## config.mk

```make
export PLATFORM = sky130hd
export DESIGN_NAME = fir_mac_sequencer
export DESIGN_NICKNAME = d
export VERILOG_FILES = /design/src/rtl/fir_mac_sequencer.sv
export SDC_FILE = /design/constraint.sdc
export NUM_CORES = 1
export LEC_CHECK = 0
export CAP_MARGIN = 20
export CORE_AREA = 2 2 39 41
export CTS_CLUSTER_SIZE = 14
export DETAILED_ROUTE_END_ITERATION = 16
export DIE_AREA = 0 0 41 43
export PLACE_DENSITY = 0.7
export SYNTH_ARGS = -nofsm -noshare
export SYNTH_HDL_FRONTEND = slang
export SYNTH_SLANG_ARGS = --single-unit
```

## constraint.sdc

```tcl
create_clock -name clk -period 2.77 [get_ports clk]
set_input_delay 0.4155 -clock clk [delete_from_list [all_inputs] [get_ports clk]]
set_output_delay 0.4155 -clock clk [all_outputs]
set_load 0.1 [all_outputs]
```

## src/rtl/fir_mac_sequencer.sv

```systemverilog
// Control sequencer for a shared serial multiply-accumulate FIR datapath:
// sample handshake, tap walk, pipeline-aligned accumulate and result handoff.
module fir_mac_sequencer #(
   parameter  int NTAPS    = 21,
   parameter  int PIPE_LAT = 2,
   localparam int SEL_W    = $clog2(NTAPS)
) (
   input  logic             clk,
   input  logic             rst,
   input  logic             in_valid,
   output logic             in_ready,
   output logic             shift_en,
   output logic             acc_clr,
   output logic [SEL_W-1:0] tap_sel,
   output logic             tap_vld,
   output logic             acc_en,
   output logic             out_load,
   output logic             out_valid,
   input  logic             out_ready,
   output logic             busy
);

   localparam int DRN_W = (PIPE_LAT > 1) ? $clog2(PIPE_LAT) : 1;

   typedef enum logic [1:0] {
      IDLE  = 2'd0,
      MAC   = 2'd1,
      DRAIN = 2'd2,
      LOAD  = 2'd3
   } state_t;

   state_t           state_r;
   state_t           state_nxt_s;
   logic [SEL_W-1:0] tap_sel_r;
   logic [DRN_W-1:0] drn_cnt_r;
   logic             out_valid_r;
   logic             accept_s;
   logic             tap_last_s;
   logic             drn_last_s;

   // Handshake decode and next-state selection
   always_comb begin
      state_nxt_s = state_r;
      tap_last_s  = (tap_sel_r == SEL_W'(NTAPS - 1));
      drn_last_s  = (drn_cnt_r == DRN_W'(PIPE_LAT - 1));
      accept_s    = 1'b0;
      case (state_r)
         IDLE: begin
            accept_s = in_valid & (~out_valid_r | out_ready);
            if (accept_s) begin
               state_nxt_s = MAC;
            end else begin
               state_nxt_s = IDLE;
            end
         end
         MAC: begin
            if (tap_last_s) begin
               state_nxt_s = (PIPE_LAT > 0) ? DRAIN : LOAD;
            end else begin
               state_nxt_s = MAC;
            end
         end
         DRAIN: begin
            if (drn_last_s) begin
               state_nxt_s = LOAD;
            end else begin
               state_nxt_s = DRAIN;
            end
         end
         LOAD:    state_nxt_s = IDLE;
         default: state_nxt_s = IDLE;
      endcase
   end

   // State register
   always_ff @(posedge clk or negedge rst) begin
      if (!rst) begin
         state_r <= IDLE;
      end else begin
         state_r <= state_nxt_s;
      end
   end

   // Tap and drain counters; both rest at zero outside their own state
   always_ff @(posedge clk or negedge rst) begin
      if (!rst) begin
         tap_sel_r <= {SEL_W{1'b0}};
         drn_cnt_r <= {DRN_W{1'b0}};
      end else begin
         if (state_r == MAC && !tap_last_s) begin
            tap_sel_r <= tap_sel_r + SEL_W'(1);
         end else begin
            tap_sel_r <= {SEL_W{1'b0}};
         end
         if (state_r == DRAIN && !drn_last_s) begin
            drn_cnt_r <= drn_cnt_r + DRN_W'(1);
         end else begin
            drn_cnt_r <= {DRN_W{1'b0}};
         end
      end
   end

   // Result flag: set by LOAD, cleared when downstream takes it
   always_ff @(posedge clk or negedge rst) begin
      if (!rst) begin
         out_valid_r <= 1'b0;
      end else if (state_r == LOAD) begin
         out_valid_r <= 1'b1;
      end else if (out_valid_r && out_ready) begin
         out_valid_r <= 1'b0;
      end else begin
         out_valid_r <= out_valid_r;
      end
   end

   // acc_en follows tap_vld through the mux/multiplier pipeline depth
   generate
      if (PIPE_LAT == 0) begin : g_no_pipe
         assign acc_en = tap_vld;
      end else begin : g_pipe
         logic [PIPE_LAT-1:0] acc_pipe_r;
         // Delay line for the accumulate enable
         always_ff @(posedge clk or negedge rst) begin
            if (!rst) begin
               acc_pipe_r <= {PIPE_LAT{1'b0}};
            end else begin
               acc_pipe_r[0] <= tap_vld;
               for (int i = 1; i < PIPE_LAT; i++) begin
                  acc_pipe_r[i] <= acc_pipe_r[i-1];
               end
            end
         end
         assign acc_en = acc_pipe_r[PIPE_LAT-1];
      end
   endgenerate

   assign in_ready  = (state_r == IDLE) & (~out_valid_r | out_ready);
   assign shift_en  = accept_s;
   assign acc_clr   = accept_s;
   assign tap_sel   = tap_sel_r;
   assign tap_vld   = (state_r == MAC);
   assign out_load  = (state_r == LOAD);
   assign out_valid = out_valid_r;
   assign busy      = (state_r != IDLE);

endmodule
```

==> impl_metrics.toml <==
[cts]
ctsHtreeMaxLevel = 1
cts_buffers = 3
clockBufferDepth = 2
cts_resized = 0
cts-root-buf = "clkbuf_4"
clock_latency_ps = 260
clkSinkCount = 11
cts_setup_buffers = 0
cts_tree = "done"
path_clk_slew_ps = 70
cts_hold_buffers = 0

[route]
drtIter0Drc = 8
avgRoutedWirePerCell_um = 11.2
drc_errors = 0
drt-pass1-iter-count = 2
routed_wirelength_um = 870
antenna_left = 0
avgViaCountPerCell = 4.55
vias = 355

[critical_path]
required_ps = 2350
crit_type = "in -> out"
timing.rr.start = "tap_sel[0]$_DFF_PN0_"
crit_chain = "clkdlybuf4s50_1 -> nand2b_1 -> nor2b_4 -> and2_4 -> buf_12"
r2r_slack_ps = 1580
crit_path_end_kind = "output pin"
path_buf_inv = 2
cpPeakStageDelay_ps = 450
reg2regPathDepth = 5
critPathArrivalTime_ps = 1520
slowest_stage = "clkdlybuf4s50_1"
crit_fanout = 3
cpLargestDelayFamily = "buffers and inverters"
crit_path_start_kind = "primary input"
r2r_end = "state_r[0]$_DFF_PN0_"

[logic_synthesis]
syn_inst = 43
syn_area_per_cell_sq_um = 11.1
synth_mux_area_share_pct = 0
synth_simple_gate_area_share_pct = 23.3
synth_compound_area_share_pct = 3.66
synth_edf_count = 0
synth_adder_area_share_pct = 5.24
yosys-top-cells-area = "dfrtp_1 58%, ha_1 5.2%, nor2_1 3.9%"
synth-seq-cells = 11
yosysMostFrequentCell = "dfrtp_1"
syn_area_sq_um = 478
synthArstFlopShare_pct = 100
synth.cells.most_frequent = "11 x dfrtp_1, 5 x nor2_1, 4 x inv_1, 3 x nand2_1"
synth-xor-area-share_pct = 5.50
ys.flop_type = "dfrtp_1"
synth-seq-area-share_pct = 57.6
synth_top_cell_by_area = "dfrtp_1"
synth_top_family_by_area = "simple AND/OR/NAND/NOR gates"
synth.distinct_cells = 19
synth_top_cell_area_share_pct = 57.6
yosysWarnings = 0
synth_fp_nets = 49

[sta]
slew_headroom_pct = 67.7
max_freq_mhz = 518
slew_violations = 0
hold_viol = 0
grt_setup_unrepaired = "no"
fin_crit_ps = 1930
finalCritPeriodShare_pct = 69.8
fin_skew_ps = 2.23
worstMarginPinSlew_ps = 484
setup_viol = 0
fin_setup_tns_ps = 0

[floorplan]
die_w_um = 41
die_area_sq_um = 1760
ios = 17
coreArea_sq_um = 1380
start_util_pct = 34.5
rows = 14
die_height_um = 43

[min_path]
hold_class = "reg -> reg"
hp-start = "g_pipe.acc_pipe_r[0]$_DFF_PN0_"
min_path_cells = 0
holdPathEnd = "g_pipe.acc_pipe_r[1]$_DFF_PN0_"

[finish]
area_growth_pct = 40.8
fillers = 140
drive_gt1_share_pct = 32.3
nets = 69
fin_cells = 78
n_antenna_cell = 0

[placed_design]
place_inst = 74
place_congestion = 0.693
dpl.hpwl_um = 657
numPortBuffers = 16

[global_routing]
track_usage_pct = 11.8
grt_pass1_wl_um = 1350
overflow = 0
antenna_found_initial = 0
grt_max_degree = 12
grt_pass1_vias = 336

[status]
status = "completed"

[flow_run]
drv_cap = 0
-- routing by layer --
metal,part of all wire [%],vias to the layer above,track usage [%]
met3,8.3,0,4.71
met1,44,168,15.5
met5,0,-,0
li1,-,172,-
met4,0,0,8.00
met2,48,15,15.3
-- worst max path at each step --
stage / startpoint / slack (ps) / cells after the start / endpoint
floorplan: out_valid$_DFFE_PN0P_ / 8 / 4 / shift_en
global placement: out_ready / 860 / 5 / shift_en
detailed placement: out_ready / 830 / 5 / shift_en
CTS: out_ready / 830 / 5 / shift_en
global route: out_ready / 800 / 5 / shift_en
finish: out_ready / 840 / 5 / shift_en
-- cell usage in the layout, fill, tap and decap left out, drive strengths merged --
master,netlist,final
buf,1,13
dfrtp,11,11
nor2,5,5
inv,4,4
nand2,3,3
clkbuf,0,3
clkdlybuf4s50,0,3
nand2b,2,2
nand3,2,2
xor2,2,2
o21ai,2,2
ha,2,2
or2,1,1
nand4b,1,1
xnor2,1,1
and2b,1,1
a22oi,1,1
and3,1,1
nor2b,1,1
or2b,1,1
and2,1,1
clkinv,0,1
-- flip-flops by register name, summed over array words and instances, names as in the netlist, named ones only --
register / cells
g_pipe.acc_pipe_r: 2
state_r: 1
drn_cnt_r: 1
tap_sel: 5
out_valid: 1
-- kinds of logic after synthesis --
| kind of cell | Yosys count |
|---|---|
| simple gates | 19 |
| flops | 11 |
| buf+inv | 5 |
| compound gates | 3 |
| xor+xnor | 3 |
| fa+ha+maj | 2 |
-- cell type report --
class	count	area [sq um]	share of cell area (%)
Sequential cell	11	275	40.9
Multi-Input combinational cell	27	183	27.1
Timing Repair Buffer	16	153	22.7
Clock buffer	3	22.5	3.35
Tap cell	16	20.0	2.97
Inverter	4	15.0	2.23
Clock inverter	1	5.00	0.743
-- worst reg2reg max path, delay by kind of cell (launching register included) --
family / cells / cell delay (ps)
DFF: 1 / 420
adders and majority gates: 1 / 130
AOI/OAI and AO/OA: 1 / 110
buffers and inverters: 1 / 70
and+or+nand+nor: 2 / 330
-- through the flow --
step                      setup slack, ps  instance area, sq um  utilization [%]  hold WS (ps)
after global routing                  798                   673             48.6           369
after floorplan                      7.89                   480                -           120
after global placement                858                   646             46.7           333
after detailed placement              832                   646             46.7           337
after CTS                             826                   673             48.6           354
final                                 838                   673             48.6           350
Power is left out: the tool's default activity adds up to more than one toggle a clock period on the data nets, which glitch-free logic cannot reach.
